===== src/rtl/asym_fifo_pkg.sv =====
// Shared definitions for the asymmetric-width FIFO: ratio log2 helper,
// occupancy count type and request-outcome codes.
package asym_fifo_pkg;

    // Width of the occupancy count for the default ADDR_WIDTH of 3 (0..8 read words).
    localparam int DEF_ADDR_WIDTH = 3;
    typedef logic [DEF_ADDR_WIDTH:0] count_t;

    // Request outcome codes; bit 0 = write dropped, bit 1 = read dropped.
    localparam logic [1:0] REQ_ACCEPTED     = 2'b00;
    localparam logic [1:0] REQ_DROPPED_WR   = 2'b01;
    localparam logic [1:0] REQ_DROPPED_RD   = 2'b10;
    localparam logic [1:0] REQ_DROPPED_BOTH = 2'b11;

    function automatic int log2_int(input int value);
        int result;
        result = 0;
        while ((1 << result) < value) begin
            result++;
        end
        return result;
    endfunction

endpackage


===== src/rtl/asym_fifo_ctrl.sv =====
// Pointer, occupancy and flag control for asym_fifo_n.
// Optional sticky ovf/unf outputs when ASYM_FIFO_ERR_FLAGS_EN is defined.
module asym_fifo_ctrl
    import asym_fifo_pkg::*;
#(
    parameter int RATIO      = 2,
    parameter int ADDR_WIDTH = 3,
    parameter int AF_LEVEL   = 6,
    parameter int AE_LEVEL   = 2
) (
    input  logic                  clk,
    input  logic                  reset,
    input  logic                  wr,
    input  logic                  rd,
    output logic                  wr_acc,
    output logic                  rd_acc,
    output logic [ADDR_WIDTH-1:0] wr_ptr,
    output logic [ADDR_WIDTH-1:0] rd_ptr,
    output logic [ADDR_WIDTH:0]   count,
    output logic                  full,
    output logic                  empty,
    output logic                  almost_full,
    output logic                  almost_empty
`ifdef ASYM_FIFO_ERR_FLAGS_EN
    ,
    output logic                  ovf,
    output logic                  unf
`endif
);

    localparam int                  DEPTH      = 1 << ADDR_WIDTH;
    localparam int                  LOG2_RATIO = log2_int(RATIO);
    localparam logic [ADDR_WIDTH-1:0] PTR_STEP = ADDR_WIDTH'(1 << LOG2_RATIO);
    localparam logic [ADDR_WIDTH:0] CNT_STEP   = (ADDR_WIDTH+1)'(RATIO);
    localparam logic [ADDR_WIDTH:0] CNT_ONE    = (ADDR_WIDTH+1)'(1);
    localparam logic [ADDR_WIDTH:0] FULL_THR   = (ADDR_WIDTH+1)'(DEPTH - RATIO);
    localparam logic [ADDR_WIDTH:0] AF_THR     = (ADDR_WIDTH+1)'(AF_LEVEL);
    localparam logic [ADDR_WIDTH:0] AE_THR     = (ADDR_WIDTH+1)'(AE_LEVEL);

    logic [ADDR_WIDTH:0] count_next;

    // Handshake: wr/rd are one-cycle requests. A request is accepted when the
    // registered full/empty flag allows it; a refused request is dropped, never held.
    assign wr_acc = wr && !full  && !reset;
    assign rd_acc = rd && !empty && !reset;

    always_comb begin
        count_next = count;
        if (wr_acc) count_next = count_next + CNT_STEP;
        if (rd_acc) count_next = count_next - CNT_ONE;
    end

    always_ff @(posedge clk) begin
        if (reset) begin
            wr_ptr       <= '0;
            rd_ptr       <= '0;
            count        <= '0;
            full         <= 1'b0;
            empty        <= 1'b1;
            almost_full  <= 1'b0;
            almost_empty <= 1'b1;
        end else begin
            if (wr_acc) wr_ptr <= wr_ptr + PTR_STEP;
            if (rd_acc) rd_ptr <= rd_ptr + 1'b1;
            count        <= count_next;
            full         <= (count_next > FULL_THR);
            empty        <= (count_next == '0);
            almost_full  <= (count_next >= AF_THR);
            almost_empty <= (count_next <= AE_THR);
        end
    end

`ifdef ASYM_FIFO_ERR_FLAGS_EN
    always_ff @(posedge clk) begin
        if (reset) begin
            ovf <= 1'b0;
            unf <= 1'b0;
        end else begin
            if (wr && full)  ovf <= 1'b1;
            if (rd && empty) unf <= 1'b1;
        end
    end
`endif

endmodule


===== src/rtl/asym_fifo_n.sv =====
// Asymmetric-width FIFO: RATIO-wide writes split into narrow FWFT reads.
// Define ASYM_FIFO_ERR_FLAGS_EN to add sticky ovf/unf outputs.
module asym_fifo_n
    import asym_fifo_pkg::*;
#(
    parameter int DATA_WIDTH = 4,
    parameter int RATIO      = 2,
    parameter int ADDR_WIDTH = 3,
    parameter int MSW_FIRST  = 1,
    parameter int AF_LEVEL   = 6,
    parameter int AE_LEVEL   = 2
) (
    input  logic                        clk,
    input  logic                        reset,
    input  logic                        wr,
    input  logic [RATIO*DATA_WIDTH-1:0] w_data,
    input  logic                        rd,
    output logic [DATA_WIDTH-1:0]       r_data,
    output logic                        full,
    output logic                        empty,
    output logic                        almost_full,
    output logic                        almost_empty,
    output logic [ADDR_WIDTH:0]         count
`ifdef ASYM_FIFO_ERR_FLAGS_EN
    ,
    output logic                        ovf,
    output logic                        unf
`endif
);

    localparam int DEPTH = 1 << ADDR_WIDTH;

    logic [DATA_WIDTH-1:0] mem [DEPTH];
    logic                  wr_acc;
    logic                  rd_acc;
    logic [ADDR_WIDTH-1:0] wr_ptr;
    logic [ADDR_WIDTH-1:0] rd_ptr;

    asym_fifo_ctrl #(
        .RATIO      (RATIO),
        .ADDR_WIDTH (ADDR_WIDTH),
        .AF_LEVEL   (AF_LEVEL),
        .AE_LEVEL   (AE_LEVEL)
    ) u_ctrl (
        .clk          (clk),
        .reset        (reset),
        .wr           (wr),
        .rd           (rd),
        .wr_acc       (wr_acc),
        .rd_acc       (rd_acc),
        .wr_ptr       (wr_ptr),
        .rd_ptr       (rd_ptr),
        .count        (count),
        .full         (full),
        .empty        (empty),
        .almost_full  (almost_full),
        .almost_empty (almost_empty)
`ifdef ASYM_FIFO_ERR_FLAGS_EN
        ,
        .ovf          (ovf),
        .unf          (unf)
`endif
    );

    // Slot wr_ptr+i receives the slice that must be popped i-th.
    always_ff @(posedge clk) begin
        if (wr_acc) begin
            for (int i = 0; i < RATIO; i++) begin
                mem[wr_ptr + ADDR_WIDTH'(i)] <=
                    w_data[((MSW_FIRST != 0) ? (RATIO - 1 - i) : i) * DATA_WIDTH +: DATA_WIDTH];
            end
        end
    end

    assign r_data = mem[rd_ptr];

    // rd_acc is consumed by the pointer logic only; the head word is always visible.
    logic unused_rd_acc;
    assign unused_rd_acc = rd_acc;

endmodule


===== config.mk =====
export PLATFORM = sky130hd
export DESIGN_NAME = asym_fifo_n
export DESIGN_NICKNAME = d
export VERILOG_FILES = /design/src/rtl/asym_fifo_pkg.sv /design/src/rtl/asym_fifo_ctrl.sv /design/src/rtl/asym_fifo_n.sv
export SDC_FILE = /design/constraint.sdc
export NUM_CORES = 1
export LEC_CHECK = 0
export ABC_AREA = 1
export BUFFER_PORTS_ARGS = -buffer_cell sky130_fd_sc_hd__buf_4
export CAP_MARGIN = 10
export CORE_ASPECT_RATIO = 1.2
export CORE_MARGIN = 2
export CORE_UTILIZATION = 45
export CTS_BUF_LIST = sky130_fd_sc_hd__clkbuf_16
export DETAILED_ROUTE_END_ITERATION = 7
export GPL_TIMING_DRIVEN = 1
export SLEW_MARGIN = 20
export SYNTH_ARGS = -nofsm -noshare
export SYNTH_HDL_FRONTEND = slang
export SYNTH_SLANG_ARGS = --single-unit

===== constraint.sdc =====
create_clock -name clk -period 2.66 [get_ports clk]
set_input_delay 0.399 -clock clk [delete_from_list [all_inputs] [get_ports clk]]
set_output_delay 0.399 -clock clk [all_outputs]
set_load 0.01 [all_outputs]

==> results of run 1 <==
flip-flops by register name, indices dropped and copies added (netlist names), named ones only:
signal	cells
mem	32
u_ctrl.almost_empty	1
u_ctrl.almost_full	1
u_ctrl.count	4
u_ctrl.empty	1
u_ctrl.full	1
u_ctrl.rd_ptr	3
u_ctrl.wr_ptr	2
placed cells by master, fill, tap and decap left out, types with 2 or more instances in the layout:
master	instances
clkbuf_16	5
nand3_2	2
inv_2	2
ha_1	7
o21ai_0	9
nor2_1	36
buf_4	27
o32ai_1	8
nand2_1	33
o21ai_1	3
xor2_1	2
nand2_4	2
a21oi_1	3
dfxtp_1	16
nand3_1	2
nand4_1	4
edfxtp_1	32
nand2_2	7
inv_1	20
layout make-up:
class | count | area [um2]
Sequential cell | 48 | 1281
Clock buffer | 5 | 125.1
Inverter | 23 | 93.84
Fill cell | 408 | 2032
Multi-Input combinational cell | 122 | 673.1
Timing Repair Buffer | 27 | 202.7
Tap cell | 58 | 72.57
Clock inverter | 3 | 46.29
logic make-up (layout without fill, tap and decap cells):
| family | count (synthesis) | count (layout) | synth area share (%) |
|---|---|---|---|
| flip-flops | 48 | 48 | 61.65 |
| adder cells (fa/ha/maj) | 7 | 7 | 4.214 |
| AO/OA/AOI/OAI | 24 | 24 | 7.345 |
| buffers and inverters | 28 | 58 | 5.960 |
| XOR/XNOR | 2 | 2 | 0.8430 |
| AND/OR/NAND/NOR | 89 | 89 | 19.99 |
metrics by stage:
step | hold slack, ns | std cells
2_1_floorplan | 0.4334 | 198
3_3_place_gp | 0.4571 | 278
3_5_place_dp | 0.4944 | 278
4_1_cts | 0.3040 | 286
5_1_grt | 0.3086 | 286
6_report | 0.3125 | 286
metal layers:
metal / GRT usage (%) / up-vias / part of all wire (%)
li1: - / 721 / -
met1: 17.30 / 663 / 40
met2: 27.98 / 41 / 54
met3: 4.728 / 8 / 4.5
met4: 7.755 / 0 / 1.7
met5: 0 / - / 0
power groups by stage:
stage                     clock network (mW)  logic (mW)  registers [mW]
final                                  0.712       0.319           0.886
after global routing                   0.768       0.361           0.895
after CTS                              0.728       0.323           0.887
after detailed placement                   0       0.322           0.903
after global placement                     0       0.313           0.900
after floorplan                            0       0.217           0.892
critical path, cell delays in order, from the launching register on:
cell and delay [ns]:
dfxtp_1 0.65, inv_2 0.24, nor2_1 0.15, o32ai_1 0.09
nand2_1 0.09, nand2_1 0.05, buf_4 0.13
worst min path at each step:
stage                startpoint          endpoint  slack, ns  depth (start not counted)
2_1_floorplan  u_ctrl.rd_ptr[2]         flip-flop       0.43                          2
3_3_place_gp   u_ctrl.rd_ptr[2]  u_ctrl.rd_ptr[2]       0.46                          2
3_5_place_dp   u_ctrl.rd_ptr[2]         flip-flop       0.49                          2
4_1_cts               w_data[0]         mem[5][0]       0.30                          1
5_1_grt               w_data[4]         mem[0][0]       0.31                          1
6_report              w_data[4]         mem[2][0]       0.31                          1
==> impl_metrics.json, run 1 <==
{
  "outcome": "finished, final reports clean",
  "yosysSeqAreaShare_pct": 61.65,
  "synth_nets": 217,
  "netlist_area_um2": 2078,
  "synth.top_cells.by_count": "nor2_1, nand2_1, edfxtp_1",
  "finalSetupTns_ns": 0,
  "ys.flop_type": "edfxtp_1",
  "drtIter0Drc": 118,
  "post_cts_buffers": 0,
  "antenna_cells": 0,
  "grt_pass1_wl_um": 6210,
  "route.detailed.drc": 0,
  "final_area_um2": 2495,
  "postSynthAreaPerCell_um2": 10.50,
  "min_path_type": "input pin to flip-flop",
  "setup_viol": 0,
  "synth.area.top_cells": "edfxtp_1, dfxtp_1, nor2_1",
  "synthArstFlopShare_pct": 0,
  "cts_resized": 0,
  "via_per_inst": 5.010,
  "grt_max_degree": 18,
  "combPwrFrac_pct": 16.6,
  "insertion_delay_ns": 0.28,
  "yosysMostFrequentCell": "nor2_1",
  "start_util_pct": 45.91,
  "clock_path_buffers": 2,
  "path_max_fanout": 17,
  "yosys.area.top_type_share_pct": 46.24,
  "worst_clock_skew_ns": 0.003769,
  "die_x_um": 66.04,
  "synth_warnings": 0,
  "portBuffers": 23,
  "grt_pass1_vias": 1396,
  "reg2reg_setup_slack_ns": 1.18,
  "die_y_um": 78.45,
  "root_buffer": "clkbuf_16",
  "final_util_pct": 55.11,
  "cp.required_ns": 2.26,
  "end_kind": "output port",
  "placed_area_um2": 2323,
  "synth_top_area_cell": "edfxtp_1",
  "grt_remaining_overflow": 0,
  "p_int_mw": 1.428,
  "tritoncts": "yes",
  "dp_hpwl_um": 2871,
  "rsz0062_at_grt": "false",
  "min_period_over_period_pct": 78.32,
  "slew_violations": 0,
  "drv_cap": 0,
  "h-tree-depth": 2,
  "period_needed_ns": 2.083,
  "reg2reg_depth": 9,
  "gp_congestion": 0.8272,
  "areaGrowthSynthToFinish_pct": 20.05,
  "cts_sinks": 48,
  "leakage_nw": 1.037,
  "io_pins": 24,
  "total_power_mw": 1.917,
  "reg2reg_to": "u_ctrl.empty",
  "antenna_found_initial": 0,
  "ys_types": 25,
  "row_count": 27,
  "drive_above_1_share_pct": 22.81,
  "path_class": "flip-flop to output port",
  "finalWorstSetupSlack_ns": 0.5766,
  "clock.fmax_ghz": 0.4800,
  "nets": 246,
  "synth_cells": 198,
  "endpoint": "r_data[3]",
  "core_um2": 4527,
  "relSlewSlack_pct": 64.92,
  "p_switching_mw": 0.4897,
  "routedWlPerCell_um": 13.30,
  "worstMarginPinSlew_ns": 0.5255,
  "clk_pin_slew_ns": 0.06,
  "firstDrtPassIters": 4,
  "cts_made_buffers": 5,
  "crit_arrival_ns": 1.68,
  "track_usage_pct": 15.97,
  "post-place-ws_ns": 0.8949,
  "start_kind": "flip-flop",
  "antenna_left": 0,
  "vias": 1433,
  "ir_drop_v": 0.0003538,
  "switching_share_pct": 25.54,
  "die_area_um2": 5180,
  "synth_seq_cells": 48,
  "totalWireLength_um": 3805,
  "hold_viol": 0,
  "cts_hold_buf": 0,
  "seq_power_share_pct": 46.2,
  "synth-edff-count": 32,
  "powerDensity_nw_per_um2": 768.5,
  "power_frac_clock_pct": 37.1,
  "r2r_start": "u_ctrl.full"
}
No activity file was read; power rests on OpenSTA's default activity.
==> inputs of run 2 (changes only) <==
==> constraint.sdc (replaced) <==
create_clock -name clk -period 2.1 [get_ports clk]
set_input_delay 0.315 -clock clk [delete_from_list [all_inputs] [get_ports clk]]
set_output_delay 0.315 -clock clk [all_outputs]
set_load 0.01 [all_outputs]
==> run 2 against run 1 <==
Net effect:
- total power is 25% higher
- hold slack worse by 0.083 ns
- sequential share of layout area is 0.10 points higher
- cell area is 0.10% lower
- non-clock buffer count stayed put
- die area stayed put
- sequential power is 26% higher
==> impl_metrics.json, run 2 (synthesis results as in run 1) <==
{
  "areaGrowthSynthToFinish_pct": 19.93,
  "antenna_found_initial": 0,
  "largest_reg_flops": 32,
  "ir_drop_v": 0.0006433,
  "row_count": 27,
  "final_area_um2": 2492,
  "largest-register": "mem",
  "tritoncts": "yes",
  "drt-met1-wl_um": 1569,
  "io_pins": 24,
  "root_buffer": "clkbuf_16",
  "leakage_nw": 1.038,
  "track_usage_pct": 16.14,
  "path_class": "flip-flop to output port",
  "start_util_pct": 45.91,
  "die_x_um": 66.04,
  "finalSetupTns_ns": 0,
  "final_util_pct": 55.06,
  "multi_input_area_um2": 673.1,
  "outcome": "finished, final reports clean",
  "start_kind": "flip-flop",
  "nets": 246,
  "drv_cap": 0,
  "antenna_left": 0,
  "post_cts_buffers": 0,
  "clk_pin_slew_ns": 0.06,
  "vias": 1417,
  "cts_made_buffers": 5,
  "drtIter0Drc": 86,
  "insertion_delay_ns": 0.28,
  "dr.max_layer_used": "met4",
  "clock_path_buffers": 2,
  "setup_viol": 0,
  "min_period_over_period_pct": 87.29,
  "powerDensity_nw_per_um2": 964.4,
  "period_needed_ns": 1.833,
  "wl_met2_um": 1999,
  "seqCellArea_um2": 1282,
  "grt_remaining_overflow": 0,
  "grt_pass1_vias": 1389,
  "nFillCells": 408,
  "worstMarginPinSlew_ns": 0.4580,
  "routedWlPerCell_um": 13.21,
  "hold_viol": 0,
  "core_um2": 4527,
  "dp_hpwl_um": 2865,
  "cts_sinks": 48,
  "die_area_um2": 5180,
  "crit_arrival_ns": 1.52,
  "mostFrequentLayoutCells": "nor2_1, nand2_1, edfxtp_1",
  "via_per_inst": 4.955,
  "layout_commonest_cell": "nor2_1",
  "die_y_um": 78.45,
  "whs_ns": 0.2298,
  "relSlewSlack_pct": 69.42,
  "portBuffers": 23,
  "route.detailed.drc": 0,
  "cp.required_ns": 1.78,
  "slew_violations": 0,
  "grt_pass1_wl_um": 6258,
  "path_max_fanout": 16,
  "h-tree-depth": 2,
  "worst_clock_skew_ns": 0.003296,
  "antenna_cells": 0,
  "grt_max_degree": 18,
  "drive_above_1_share_pct": 22.81,
  "met3_length_um": 145,
  "totalWireLength_um": 3777,
  "rsz0062_at_grt": "false",
  "min_path_type": "input pin to flip-flop",
  "gp_congestion": 0.8272,
  "placed_area_um2": 2323,
  "end_kind": "output port",
  "firstDrtPassIters": 4,
  "reg.largest.list": "mem: 32 flops, u_ctrl.count: 4 flops, u_ctrl.rd_ptr: 3 flops",
  "clock.fmax_ghz": 0.5455
}
==> run 2: cell count changes in the layout (fill, tap and decap cells not counted) <==
| cell | change |
|---|---|
| clkinv_1 | +1 |
| clkinv_4 | +1 |
| clkinvlp_4 | -1 |
| dfxtp_1 | -1 |
| dfxtp_2 | +1 |
| inv_6 | -1 |
==> run 2: report_power, final <==
part	switching (mW)	total [mW]	internal, mW
registers	0.0518	1.12	1.07
logic	0.232	0.404	0.172
clock network	0.316	0.875	0.559
total	0.600	2.40	1.80
==> run 2: critical path: stages (launching register included) <==
cell and delay, ns:
dfxtp_1 0.60, o21ai_0 0.21, o32ai_1 0.16, nand2_1 0.08, nand2_1 0.07, buf_4 0.11
==> run 2: area by class of cell <==
type                            count  share of cell area, %
Tap cell                           58                  2.912
Clock inverter                      3                  1.707
Clock buffer                        5                  5.020
Inverter                           23                  3.765
Multi-Input combinational cell    122                  27.01
Timing Repair Buffer               27                  8.133
Sequential cell                    48                  51.46
==> run 2: stage by stage <==
step / power [mW] / cells / worst slack (ns)
after global routing: 2.529 / 286 / 0.1369
after global placement: 1.537 / 278 / 0.4514
after CTS: 2.426 / 286 / 0.1132
after detailed placement: 1.551 / 278 / 0.4240
final: 2.404 / 286 / 0.2668
after floorplan: 1.405 / 198 / 0.6536
==> run 2: worst paths after layout <==
kind,startpoint,end,slack (ns),depth (start not counted)
worst max-delay path,flip-flop,r_data[1],0.27,5
worst min-delay path,w_data[4],mem[6][0],0.23,1
worst max register to register,u_ctrl.full,u_ctrl.empty,0.62,9
worst min register to register,u_ctrl.rd_ptr[2],u_ctrl.rd_ptr[2],0.49,2
==> run 2: timing repair <==
item	in CTS	in global routing
setup endpoints to repair	0	4
gates resized for setup	0	1
hold buffers	0	0
==> run 2: per-layer routing <==
layer  global-route usage [%]  vias to the layer above
met2                    29.09                       34
met3                    3.725                        6
li1                         -                      724
met5                        0                        -
met4                    6.122                        0
met1                    18.20                      653
